`src/rtl/sram_arb_pkg.sv`:
```
// Shared types and width helpers for the SRAM port arbiter.
package sram_arb_pkg;

  typedef enum logic {
    IDLE = 1'b0,
    BUSY = 1'b1
  } arb_state_e;

  function automatic int unsigned idx_width(input int unsigned n);
    return (n > 1) ? $clog2(n) : 1;
  endfunction

  function automatic int unsigned burst_width(input int unsigned m);
    return $clog2(m + 1);
  endfunction

endpackage

```
`src/rtl/sram_port_arbiter_rr_picker.sv`:
```
// Round-robin picker: first requester at or after start, skipping excluded ones.
module rr_picker #(
  parameter int unsigned NUM_REQ = 3,
  parameter int unsigned IDX_W   = 2
) (
  input  logic [NUM_REQ-1:0] req,
  input  logic [IDX_W-1:0]   start,
  input  logic [NUM_REQ-1:0] excl,
  output logic [NUM_REQ-1:0] pick,
  output logic               valid
);

  int unsigned idx;

  always_comb begin
    pick  = '0;
    valid = 1'b0;
    idx   = 0;
    for (int unsigned k = 0; k < NUM_REQ; k++) begin
      idx = 32'(start) + k;
      if (idx >= NUM_REQ) idx = idx - NUM_REQ;
      if (!valid && req[idx] && !excl[idx]) begin
        pick[idx] = 1'b1;
        valid     = 1'b1;
      end
    end
  end

endmodule

```
`src/rtl/sram_port_arbiter.sv`:
```
// Round-robin, burst-bounded arbiter sharing one synchronous single-port SRAM
// among NUM_REQ requesters; read data returns one cycle after grant.
module sram_port_arbiter
  import sram_arb_pkg::*;
#(
  parameter int unsigned NUM_REQ         = 3,
  parameter int unsigned ADDR_WIDTH_SRAM = 8,
  parameter int unsigned DATA_WIDTH_SRAM = 16,
  parameter int unsigned MAX_BURST       = 4
) (
  input  logic                                 clk,
  input  logic                                 rst,
  input  logic [NUM_REQ-1:0]                   req,
  input  logic [NUM_REQ-1:0]                   we,
  input  logic [NUM_REQ*ADDR_WIDTH_SRAM-1:0]   addr,
  input  logic [NUM_REQ*DATA_WIDTH_SRAM-1:0]   wdata,
  output logic [NUM_REQ-1:0]                   gnt,
  output logic [NUM_REQ-1:0]                   rvalid,
  output logic [DATA_WIDTH_SRAM-1:0]           rdata,
  output logic                                 sram_en,
  output logic                                 sram_we,
  output logic [ADDR_WIDTH_SRAM-1:0]           sram_addr,
  output logic [DATA_WIDTH_SRAM-1:0]           sram_wdata,
  input  logic [DATA_WIDTH_SRAM-1:0]           sram_rdata
);

  localparam int unsigned REQ_IDX_W = idx_width(NUM_REQ);
  localparam int unsigned BURST_W   = burst_width(MAX_BURST);

  arb_state_e           state_q, state_d;
  logic [REQ_IDX_W-1:0] owner_q, owner_d;
  logic [REQ_IDX_W-1:0] rr_ptr_q, rr_ptr_d;
  logic [BURST_W-1:0]   burst_cnt_q, burst_cnt_d;
  logic [NUM_REQ-1:0]   rvalid_q, rvalid_d;

  logic [NUM_REQ-1:0]   owner_oh, pick_excl, pick_oh, gnt_int;
  logic [REQ_IDX_W-1:0] owner_next, pick_start, pick_idx;
  logic                 pick_valid, keep_owner, handover;

  // Picker inputs are resolved first so the handover pick is available in the same cycle.
  always_comb begin
    owner_oh           = '0;
    owner_oh[owner_q]  = 1'b1;
    owner_next         = (owner_q == REQ_IDX_W'(NUM_REQ - 1)) ? '0 : owner_q + 1'b1;
    keep_owner         = req[owner_q] &&
                         ((burst_cnt_q < BURST_W'(MAX_BURST)) || !(|(req & ~owner_oh)));
    handover           = (state_q == BUSY) && !keep_owner;
    pick_start         = handover ? owner_next : rr_ptr_q;
    pick_excl          = handover ? owner_oh : '0;
  end

  rr_picker #(
    .NUM_REQ (NUM_REQ),
    .IDX_W   (REQ_IDX_W)
  ) u_picker (
    .req   (req),
    .start (pick_start),
    .excl  (pick_excl),
    .pick  (pick_oh),
    .valid (pick_valid)
  );

  always_comb begin
    pick_idx = '0;
    for (int unsigned i = 0; i < NUM_REQ; i++) begin
      if (pick_oh[i]) pick_idx = REQ_IDX_W'(i);
    end
  end

  always_comb begin
    state_d     = state_q;
    owner_d     = owner_q;
    rr_ptr_d    = rr_ptr_q;
    burst_cnt_d = burst_cnt_q;
    gnt_int     = '0;
    case (state_q)
      IDLE: begin
        if (pick_valid) begin
          gnt_int     = pick_oh;
          state_d     = BUSY;
          owner_d     = pick_idx;
          burst_cnt_d = BURST_W'(1);
        end
      end
      BUSY: begin
        if (keep_owner) begin
          gnt_int     = owner_oh;
          burst_cnt_d = (burst_cnt_q < BURST_W'(MAX_BURST)) ? burst_cnt_q + 1'b1 : BURST_W'(1);
        end else begin
          rr_ptr_d = owner_next;
          if (pick_valid) begin
            gnt_int     = pick_oh;
            owner_d     = pick_idx;
            burst_cnt_d = BURST_W'(1);
          end else begin
            state_d     = IDLE;
            burst_cnt_d = '0;
          end
        end
      end
      default: state_d = IDLE;
    endcase
  end

  // Grant is combinational from req, so it is forced low while reset is held.
  always_comb begin
    gnt        = rst ? '0 : gnt_int;
    sram_en    = |gnt;
    sram_we    = |(gnt & we);
    sram_addr  = '0;
    sram_wdata = '0;
    for (int unsigned i = 0; i < NUM_REQ; i++) begin
      if (gnt[i]) begin
        sram_addr  = addr[i*ADDR_WIDTH_SRAM +: ADDR_WIDTH_SRAM];
        sram_wdata = wdata[i*DATA_WIDTH_SRAM +: DATA_WIDTH_SRAM];
      end
    end
    rvalid_d = gnt & ~we;
  end

  assign rvalid = rvalid_q;
  assign rdata  = sram_rdata;

  always_ff @(posedge clk or posedge rst) begin
    if (rst) begin
      state_q     <= IDLE;
      owner_q     <= '0;
      rr_ptr_q    <= '0;
      burst_cnt_q <= '0;
      rvalid_q    <= '0;
    end else begin
      state_q     <= state_d;
      owner_q     <= owner_d;
      rr_ptr_q    <= rr_ptr_d;
      burst_cnt_q <= burst_cnt_d;
      rvalid_q    <= rvalid_d;
    end
  end

endmodule

```
`config.mk`:
```
export PLATFORM = sky130hd
export DESIGN_NAME = sram_port_arbiter
export DESIGN_NICKNAME = d
export VERILOG_FILES = /design/src/rtl/sram_arb_pkg.sv /design/src/rtl/sram_port_arbiter_rr_picker.sv /design/src/rtl/sram_port_arbiter.sv
export SDC_FILE = /design/constraint.sdc
export NUM_CORES = 1
export LEC_CHECK = 0
export BUFFER_PORTS_ARGS = -buffer_cell sky130_fd_sc_hd__buf_2
export CAP_MARGIN = 20
export CORE_MARGIN = 2
export CORE_UTILIZATION = 46
export DETAILED_ROUTE_END_ITERATION = 10
export PLACE_DENSITY = 0.93
export SYNTH_ARGS = -nofsm -noshare
export SYNTH_HDL_FRONTEND = slang
export SYNTH_SLANG_ARGS = --single-unit
export TNS_END_PERCENT = 10
```
`constraint.sdc`:
```
create_clock -name clk -period 9.7 [get_ports clk]
set_input_delay 0.97 -clock clk [delete_from_list [all_inputs] [get_ports clk]]
set_output_delay 0.97 -clock clk [all_outputs]
set_load 0.01 [all_outputs]
```
After elaboration in Yosys (flattened, before gate mapping) --
Cells that the tools add are included.
Word-level totals: bits of input ports 96, word-level logic and storage cells 116, flip-flop bits (word level) 11, output and inout bits 48
Cells by class: add/subtract/negate cells 7, equality and inequality tests 3, reductions and logical operators 23, bitwise gates (word level) 9, multiplexer cells 57, $lt $le $gt $ge 12
Operator list (count):
- greater-or-equal comparator 32 x 1 -> 1 bit, second input constant | 3
- less-than comparator 32 x 3 -> 1 bit, second input constant | 3
- two-way mux 32 bit | 3
- greater-or-equal comparator 32 x 2 -> 1 bit, second input constant | 2
- subtractor 32 x 2 -> 32 bit, second input constant | 2
- two-way mux 16 bit | 3
- two-way mux 3 bit | 10
- two-way mux 8 bit | 3
- two-way mux 1 bit | 18
- binary-select mux 1 bit (select 2 bit) | 7
- one-hot mux 3 bit (2 select lines) | 2
- logical AND 1 bit | 11
- two-way mux 2 bit | 5
- bitwise AND 3 bit | 3
- OR reduction 3 bit | 3
- demux 1 bit (select 2 bit) | 4
- zero test 1 bit | 7
- NOT 3 bit | 2
- OR 3 bit | 2
- inequality test 2 bit, second input constant | 2
- one-hot mux 2 bit (2 select lines) | 1
- adder 2 x 1 -> 3 bit, second input constant | 1
- adder 2 x 2 -> 3 bit, second input constant | 1
- adder 3 x 1 -> 3 bit, second input constant | 1
- 11 further kinds | 12

Logic depth before layout (Yosys ltp) --
Gate-level depths: netlist (run 1).
depth after elaboration 35, mapped depth 17, gate-level depth less buffers 14

By module --
A second synthesis (run 1) with hierarchy kept.
Unflattened totals: cell total of the unflattened synthesis 217, area, all modules 1715.4 um^2
By module, submodules not included:
- sram_port_arbiter | sequential area each 275.3 um^2, cells an instance 189, area each 1463.9 um^2, instances 1
- rr_picker | sequential area each 0.0 um^2, cells an instance 28, area each 251.5 um^2, instances 1

Worst setup path before layout (run 1) --
No wires, ideal clock.
kind input -> output, start point input port req[0], end point output port sram_addr[3], path buffers 1, slack 4.181 ns, stages 14, arrival 4.549 ns, data required time 8.730 ns, cells stage by stage nor3b_1 > a22o_4 > nor3_1 > mux2_2 > ha_1 > a211o_1 > a21o_1 > a2111oi_2 > o221ai_1 > a21oi_2 > nand2_1 > a21oi_4 > buf_6 > mux2_2
On the way: elaborated cells on any way between the ends 74, those cells by class 5 x add/sub; 9 x order compare; 38 x mux; 3 x bitwise; 19 x reduce/logical
RTL lines:
- start: declaration | line sram_port_arbiter.sv:13 | input logic [NUM_REQ-1:0] req,
- branches (longest 25 deep; another with subtractor 32 x 2 -> 32 bit)
- one-hot mux 3 bit (2 select lines) * | line sram_port_arbiter.sv:76 | case (state_q)
- two-way mux 3 bit * | line sram_port_arbiter.sv:107 | gnt = rst ? '0 : gnt_int;
- named net gnt[2] | line sram_port_arbiter.sv:17 | output logic [NUM_REQ-1:0] gnt,
- two-way mux 8 bit * | line sram_port_arbiter.sv:113 | if (gnt[i]) begin
- end: declaration | line sram_port_arbiter.sv:22 | output logic [ADDR_WIDTH_SRAM-1:0] sram_addr,
Mark *: on every way through the listed nets, which the timed path passes. The select of a mux whose other input is x is not followed.

Final worst setup path (run 1) --
start point input port req[0], end point output port sram_wdata[15]
On the way: longest elaborated chain between the ends 30, elaborated cells on any way between the ends 74, those cells by class 5 x add/sub; 9 x order compare; 38 x mux; 3 x bitwise; 19 x reduce/logical
RTL lines:
- branches (longest 25 deep; another with subtractor 32 x 2 -> 32 bit)
- one-hot mux 3 bit (2 select lines) * | line sram_port_arbiter.sv:76
- two-way mux 3 bit * | line sram_port_arbiter.sv:107
- two-way mux 16 bit (2 in series) | line sram_port_arbiter.sv:113
- two-way mux 16 bit * | line sram_port_arbiter.sv:113
- end: declaration | line sram_port_arbiter.sv:23 | output logic [DATA_WIDTH_SRAM-1:0] sram_wdata,
Every way passes the cells marked *. The select of a mux whose other input is x is not followed.

==> impl_results.rst, run 1 <==
.. list-table::
   :header-rows: 1

   * - Metric
     - Value
   * - Status
     - completed
   * - Final global-route overflow total
     - 0
   * - Cell with the most instances after synthesis
     - inv_1
   * - GR met2 Demand/Resource
     - 0.371
   * - Post-route DRC violation count
     - 0
   * - Synth Area per Inst
     - 8.59 um2
   * - Synth-to-layout area growth
     - 19.7%
   * - Proportion of netlist area held by the largest area contributor
     - 0.147
   * - Register bit count reported by yosys
     - 11
   * - Worst-margin pin slew
     - 832 ps
   * - Post-DRT Antenna Nets
     - 0
   * - H-Tree Level Count
     - 1
   * - Chip width
     - 71.7 um
   * - Ratio of cells with drive above 1 in the final layout
     - 0.500
   * - Startpoint kind of the worst setup timing path
     - primary input
   * - Count of standard-cell rows
     - 24
   * - Hold WS
     - 502 ps
   * - Number of hold violations in the final report
     - 0
   * - Hold Path Cell Cnt
     - 1
   * - CTS root buffer
     - clkbuf_8
   * - Critical path, cell by cell
     - buf_2, nor3b_1, a22o_4, nor3_1, mux2_2, ha_1, a211o_1, a21o_1, a2111o_1, a31oi_1, o2bb2ai_1, o22a_1, buf_4, o32ai_1, mux2_1, buf_2
   * - Number of buffer and inverter instances along the worst setup path
     - 3
   * - Largest net degree at the start of global routing
     - 30
   * - Antenna violations before repair
     - 0
   * - Total half-perimeter wirelength after legalization and detailed placement
     - 4450 um
   * - Total leakage power
     - 1.40 nW
   * - Worst-case headroom to the max-slew limit
     - 0.444
   * - Total placed cells including tap cells
     - 380
   * - GR Util met3
     - 0.0225
   * - Final-stage net count
     - 434
   * - Detailed Route WL
     - 5510 um
   * - Post-synth EDFFs
     - 0
   * - Placement-stage cell area
     - 2470 um2
   * - Area contributors post-synth
     - o32ai_2, dfrtp_1, mux2_2
   * - Pre-Repair DR Iteration Count
     - 4
   * - Kind of capture point of the worst setup path
     - output port
   * - Overall fraction of global-route tracks in use
     - 0.209
   * - Ys async rst share
     - 1.00
   * - Power density normalized to cell area
     - 480 nW/um2
   * - Setup repair after global routing missed its margin
     - no
   * - Met1 Use GR
     - 0.258
   * - Max-slew violation count
     - 0
   * - Startpoint of the worst setup timing path
     - req[0]
   * - Final RePlAce weighted congestion
     - 1.03
   * - Max Fclk
     - 149 MHz
   * - Maximum cell stage delay along the critical path
     - 530 ps
   * - Startpoint of the most critical hold path
     - burst_cnt_q[1]$_DFFE_PP0P_
   * - Internal reg-to-reg setup slack
     - 4840 ps
   * - Number of cells traversed by the worst register-to-register path
     - 13
   * - Most numerous cell types in the synthesized netlist
     - inv_1, mux2_2, buf_4
   * - Worst Skew
     - 5.50 ps
   * - Vias
     - 2,130
   * - Hold-fix buffers, CTS
     - 0
   * - Insertion delay of the later-clocked pin in the worst-skew pair
     - 240 ps
   * - Cell taking the most area after synthesis
     - o32ai_2
   * - Die Footprint
     - 5140 um2
   * - Net Count, Synth
     - 346
   * - Total setup violations reported at the end of the flow
     - 0
   * - Crit Path Category
     - in -> out
   * - Synthesized instance count
     - 245
   * - Antenna Diode Count
     - 0
   * - Final standard cell area without fillers
     - 2520 um2
   * - Number of instances resized during post-cts repair
     - 0
   * - Peak ir drop on the vdd network
     - 0.262 mV
   * - Routed WL per cell
     - 14.4 um
   * - Arrival time of the worst setup path
     - 5720 ps
   * - Fin cells
     - 384
   * - TritonCTS Sinks
     - 11
   * - Share of synthesized area occupied by flip-flops and latches
     - 0.131
   * - Wire length of the first global-routing pass
     - 8890 um
   * - CP delay by family, top
     - compound AO/OA/AOI/OAI gates
   * - Primary flip-flop cell chosen by synthesis mapping
     - dfrtp_1
   * - Number of fillers in the final layout
     - 350
   * - Tcrit/Tclk final
     - 0.690
   * - Clock tree from TritonCTS
     - done
   * - Post-CTS Setup Repair Bufs
     - 0
   * - IO buf count
     - 111
   * - Required time of the critical path
     - 8730 ps
   * - Maximum buffer depth of the clock tree
     - 2
   * - Cell with the biggest individual delay on the critical path
     - o22a_1
   * - Core region area
     - 4380 um2
   * - Reg2Reg Launch Point
     - owner_q[1]$_DFFE_PP0P_
   * - Unique masters post-synth
     - 54
   * - Final setup TNS
     - 0 ps
   * - Vertical extent of the die
     - 71.7 um
   * - Capture point of the worst reg-to-reg path
     - rvalid[2]$_DFF_PP0_
   * - Largest fanout on the critical path
     - 16
   * - Average vias per placed instance
     - 5.55
   * - Warning count from the yosys run
     - 0
   * - Peak-usage layer in the global routing report
     - met2
   * - Effective utilization at floorplan
     - 0.480
   * - Hold-critical path endpoint
     - burst_cnt_q[1]$_DFFE_PP0P_
   * - TritonCTS Buffers
     - 3
   * - Cell repeated most along the worst path
     - buf_2
   * - Tmin final
     - 6690 ps
   * - I/O pin total
     - 144
   * - Fin util
     - 0.575
   * - Clock input transition at the sequential cells of the worst setup and hold paths
     - 50 ps
   * - Vias in the first global route
     - 2,010
   * - Initial DRC count
     - 174
   * - Maximum capacitance violations
     - 0
   * - Netlist Area Pre-Place
     - 2110 um2
   * - Classification of the worst-slack hold path
     - reg -> reg
[per-stage QoR]
stage	power (W)	worst slack, ps
2_1_floorplan	0.000987	4180
3_3_place_gp	0.00113	3200
3_5_place_dp	0.00116	3040
4_1_cts	0.00121	3040
5_1_grt	0.00130	2790
6_report	0.00121	3010
[layer usage]
| layer | vias to the layer above | part of all wire |
|---|---|---|
| li1 | 1028 | - |
| met1 | 993 | 0.40 |
| met2 | 96 | 0.53 |
| met3 | 13 | 0.060 |
| met4 | 0 | 0.017 |
| met5 | - | 0 |
[power breakdown]
| group | switching [W] | internal, W | total (W) |
|---|---|---|---|
| clock network | 0.0000181 | 0.0000283 | 0.0000464 |
| registers | 0.0000191 | 0.0000659 | 0.0000851 |
| logic | 0.000598 | 0.000480 | 0.00108 |
[cell families (layout without fill, tap and decap cells)]
| family | Yosys count | count (layout) | share of synthesized area |
|---|---|---|---|
| compound gates | 70 | 70 | 0.351 |
| xor+xnor | 1 | 1 | 0.00416 |
| simple gates | 42 | 42 | 0.0992 |
| mux | 30 | 30 | 0.158 |
| buf+inv | 86 | 173 | 0.227 |
| fa+ha+maj | 5 | 5 | 0.0297 |
| flops | 11 | 11 | 0.131 |
[final cells by class]
class	instances	area [um2]	share of cell area
tap	52	65.1	0.0258
clock buffer	3	41.3	0.0164
inverter	56	210	0.0834
timing repair buffer	113	571	0.226
sequential	11	275	0.109
clock inverter	1	5.00	0.00199
multi-input combinational	148	1350	0.537
[state kept, by name, indices dropped and copies added (netlist names)]
name and flops:
rr_ptr_q 2, state_q 1, burst_cnt_q 3, rvalid 3, owner_q 2
[layout by cell type (no fill, tap or decap), drive strengths merged, types with 4 or more instances in the layout]
cell type	n
inv	56
mux2	26
buf	113
nor2	11
nand2	12
o21ai	11
dfrtp	11
ha	5
mux2i	4
a21oi	5
o32ai	24
[worst reg2reg max path, cell delays in order (launching register included)]
cell	delay [ps]
dfrtp_1	630
and3b_1	240
a22o_4	260
nor3_1	420
mux2_2	420
ha_1	430
a211o_1	320
a21o_1	190
a2111oi_2	460
o221ai_1	210
a21oi_2	190
nand2_1	130
a21oi_4	690
nor2b_1	210
[how the worst max path moves through the flow]
stage / end / cells after the start
2_1_floorplan: sram_addr[3] / 14
3_5_place_dp: sram_wdata[15] / 16
6_report: sram_wdata[15] / 16
4_1_cts: sram_wdata[15] / 16
5_1_grt: sram_addr[7] / 16
3_3_place_gp: sram_addr[7] / 16
No activity file was read; power rests on OpenSTA's default activity.
==> run 2, diff against run 1 <==
--- a/config.mk
+++ b/config.mk
@@ -8,9 +8,9 @@
 export BUFFER_PORTS_ARGS = -buffer_cell sky130_fd_sc_hd__buf_2
 export CAP_MARGIN = 20
 export CORE_MARGIN = 2
-export CORE_UTILIZATION = 46
+export CORE_UTILIZATION = 43
 export DETAILED_ROUTE_END_ITERATION = 10
-export PLACE_DENSITY = 0.93
+export PLACE_DENSITY = 0.88
 export SYNTH_ARGS = -nofsm -noshare
 export SYNTH_HDL_FRONTEND = slang
 export SYNTH_SLANG_ARGS = --single-unit
==> constraint.sdc (replaced) <==
create_clock -name clk -period 6.5 [get_ports clk]
set_input_delay 0.65 -clock clk [delete_from_list [all_inputs] [get_ports clk]]
set_output_delay 0.65 -clock clk [all_outputs]
set_load 0.01 [all_outputs]
==> run 2 against run 1 <==
  * Count of clock-buffer cells in the layout unchanged
  * Highest routed layer unchanged
  * Non-clock buffer count rose by 2
  * Setup slack lost 2200 ps
==> impl_results.rst, run 2 (synthesis results as in run 1) <==
.. list-table::
   :header-rows: 1

   * - Metric
     - Value
   * - Routed WL per cell
     - 13.8 um (was 14.4 um)
   * - Average vias per placed instance
     - 5.38 (was 5.55)
   * - Number of instances resized during post-cts repair
     - 0 (unchanged)
   * - Area of the multi-input gates
     - 1350 um2 (unchanged)
   * - Total setup violations reported at the end of the flow
     - 0 (unchanged)
   * - Power density normalized to cell area
     - 717 nW/um2 (was 480 nW/um2)
   * - Critical path, cell by cell
     - and3b_1, a22o_4, nor3_1, mux2_2, ha_1, a211o_1, a21o_1, a2111o_1, a21oi_1, a311oi_1, o211ai_2, buf_4, o32ai_1, mux2_1, buf_2 (was buf_2, nor3b_1, a22o_4, nor3_1, mux2_2, ha_1, a211o_1, a21o_1, a2111o_1, a31oi_1, o2bb2ai_1, o22a_1, buf_4, o32ai_1, mux2_1, buf_2)
   * - Setup repair after global routing missed its margin
     - no (unchanged)
   * - Commonest non-fill, non-tap cell in the layout
     - buf_2 (unchanged)
   * - Post-CTS Setup Repair Bufs
     - 0 (unchanged)
   * - Final standard cell area without fillers
     - 2550 um2 (was 2520 um2)
   * - Startpoint of the worst setup timing path
     - owner_q[1]$_DFFE_PP0P_ (was req[0])
   * - Overall fraction of global-route tracks in use
     - 0.195 (was 0.209)
   * - Synth-to-layout area growth
     - 21.3% (was 19.7%)
   * - Place WS
     - 835 ps (was 3040 ps)
   * - TritonCTS Buffers
     - 3 (unchanged)
   * - Hold-fix buffers, CTS
     - 0 (unchanged)
   * - Number of fillers in the final layout
     - 409 (was 350)
   * - Overall Power
     - 0.00183 W (was 0.00121 W)
   * - Post-DRT Antenna Nets
     - 0 (unchanged)
   * - Antenna Diode Count
     - 0 (unchanged)
   * - Cell with the biggest individual delay on the critical path
     - dfrtp_1 (was o22a_1)
   * - Final setup TNS
     - 0 ps (unchanged)
   * - Classification of the worst-slack hold path
     - reg -> reg (unchanged)
   * - I/O pin total
     - 144 (unchanged)
   * - Initial DRC count
     - 171 (was 174)
   * - Detailed Route WL
     - 5530 um (was 5510 um)
   * - Final RePlAce weighted congestion
     - 0.973 (was 1.03)
   * - Largest net degree at the start of global routing
     - 30 (unchanged)
   * - Wire length of the first global-routing pass
     - 8560 um (was 8890 um)
   * - Setup slack after layout
     - 763 ps (was 3010 ps)
   * - Core region area
     - 4720 um2 (was 4380 um2)
   * - Status
     - completed (unchanged)
   * - Internal reg-to-reg setup slack
     - 1950 ps (was 4840 ps)
   * - Reg2Reg Launch Point
     - owner_q[1]$_DFFE_PP0P_ (unchanged)
   * - Kind of capture point of the worst setup path
     - output port (unchanged)
   * - Antenna violations before repair
     - 0 (unchanged)
   * - Total placed cells including tap cells
     - 397 (was 380)
   * - Die Footprint
     - 5470 um2 (was 5140 um2)
   * - Vertical extent of the die
     - 74.0 um (was 71.7 um)
   * - Max Fclk
     - 174 MHz
   * - Largest fanout on the critical path
     - 24 (was 16)
   * - Clock input transition at the sequential cells of the worst setup and hold paths
     - 50 ps (about the same)
   * - H-Tree Level Count
     - 1 (unchanged)
   * - Required time of the critical path
     - 5850 ps (was 8730 ps)
   * - Top library cells by usage in the layout, fill and taps aside
     - buf_2, inv_1, mux2_2 (unchanged)
   * - Maximum cell stage delay along the critical path
     - 590 ps (was 530 ps)
   * - Maximum capacitance violations
     - 0 (unchanged)
   * - Total half-perimeter wirelength after legalization and detailed placement
     - 4450 um (about the same)
   * - Insertion delay of the later-clocked pin in the worst-skew pair
     - 240 ps (about the same)
   * - Startpoint kind of the worst setup timing path
     - flip-flop (was primary input)
   * - Tcrit/Tclk final
     - 0.883
   * - End point of the critical path
     - sram_wdata[4] (was sram_wdata[15])
   * - Final-stage net count
     - 436 (was 434)
   * - IO buf count
     - 111 (unchanged)
   * - Area used by sequential logic in the layout
     - 275 um2 (unchanged)
   * - Worst-margin pin slew
     - 759 ps (was 832 ps)
   * - Count of standard-cell rows
     - 25 (was 24)
   * - CTS root buffer
     - clkbuf_8 (unchanged)
   * - Fin cells
     - 401 (was 384)
   * - Arrival time of the worst setup path
     - 5090 ps (was 5720 ps)
   * - Tmin final
     - 5740 ps
   * - Number of hold violations in the final report
     - 0 (unchanged)
   * - Pre-Repair DR Iteration Count
     - 5 (was 4)
   * - Vias
     - 2,156 (was 2,130)
   * - Worst Skew
     - 1.25 ps (was 5.50 ps)
   * - Capture point of the worst reg-to-reg path
     - rvalid[2]$_DFF_PP0_ (unchanged)
   * - Clock tree from TritonCTS
     - done (unchanged)
   * - Ratio of cells with drive above 1 in the final layout
     - 0.503 (was 0.500)
   * - Number of cells traversed by the worst register-to-register path
     - 14 (was 13)
   * - Final global-route overflow total
     - 0 (unchanged)
   * - Max-slew violation count
     - 0 (unchanged)
   * - Total leakage power
     - 1.41 nW (was 1.40 nW)
   * - Peak ir drop on the vdd network
     - 0.371 mV (was 0.262 mV)
   * - Maximum buffer depth of the clock tree
     - 2 (unchanged)
   * - Vias in the first global route
     - 1,927 (was 2,010)
   * - Post-route DRC violation count
     - 0 (unchanged)
   * - Effective utilization at floorplan
     - 0.446 (was 0.480)
   * - Placement-stage cell area
     - 2510 um2 (was 2470 um2)
   * - TritonCTS Sinks
     - 11 (unchanged)
   * - Crit Path Category
     - reg -> out (was in -> out)
   * - Worst-case headroom to the max-slew limit
     - 0.494 (was 0.444)
   * - Chip width
     - 74.0 um (was 71.7 um)
==> run 2: changes by cell type in the layout (fill, tap and decap cells not counted), sizes merged <==
cell / previous run / this run
buf: 113 / 115
==> run 2: how the worst min path moves through the flow <==
stage,start,endpoint,slack (ps),cells past startpoint
after global placement,burst_cnt_q[1]$_DFFE_PP0P_,burst_cnt_q[1]$_DFFE_PP0P_,480,1
after detailed placement,rr_ptr_q[1]$_DFFE_PP0N_,rr_ptr_q[1]$_DFFE_PP0N_,500,1
after CTS,rr_ptr_q[1]$_DFFE_PP0N_,rr_ptr_q[1]$_DFFE_PP0N_,510,1
after global routing,rr_ptr_q[1]$_DFFE_PP0N_,rr_ptr_q[1]$_DFFE_PP0N_,530,1
final,rr_ptr_q[1]$_DFFE_PP0N_,rr_ptr_q[1]$_DFFE_PP0N_,510,1
after floorplan,burst_cnt_q[1]$_DFFE_PP0P_,burst_cnt_q[1]$_DFFE_PP0P_,470,1
==> run 2: area by class of cell <==
type,instances,share of cell area
Clock buffer,3,0.0162
Clock inverter,1,0.00196
Inverter,56,0.0823
Multi-Input combinational cell,148,0.530
Sequential cell,11,0.108
Tap cell,67,0.0328
Timing Repair Buffer,115,0.229
==> run 2: power breakdown <==
group | switching [W] | internal [W] | total (W)
logic | 0.000900 | 0.000735 | 0.00163
registers | 0.0000286 | 0.0000986 | 0.000127
clock network | 0.0000271 | 0.0000422 | 0.0000693
total | 0.000956 | 0.000875 | 0.00183
==> run 2: critical path: cells and delay by family (launching register included) <==
| family | cells | cell delay (ps) |
|---|---|---|
| flip-flops | 1 | 590 |
| buffers and inverters | 2 | 500 |
| multiplexers | 2 | 730 |
| AO/OA/AOI/OAI | 8 | 1940 |
| adder cells (fa/ha/maj) | 1 | 430 |
| AND/OR/NAND/NOR | 2 | 640 |
==> run 2: through the flow <==
step | utilization | hold slack, ps
floorplan | - | 470
global placement | 0.531 | 481
detailed placement | 0.531 | 497
CTS | 0.541 | 508
global route | 0.541 | 531
finish | 0.541 | 505
==> run 2: per-layer routing <==
layer  vias up  GRT usage  wire length (um)
met5         -          0                 0
li1       1035          -                 -
met4         0     0.0485                82
met3        10     0.0379               427
met1       996      0.243              2190
met2       115      0.346              2840
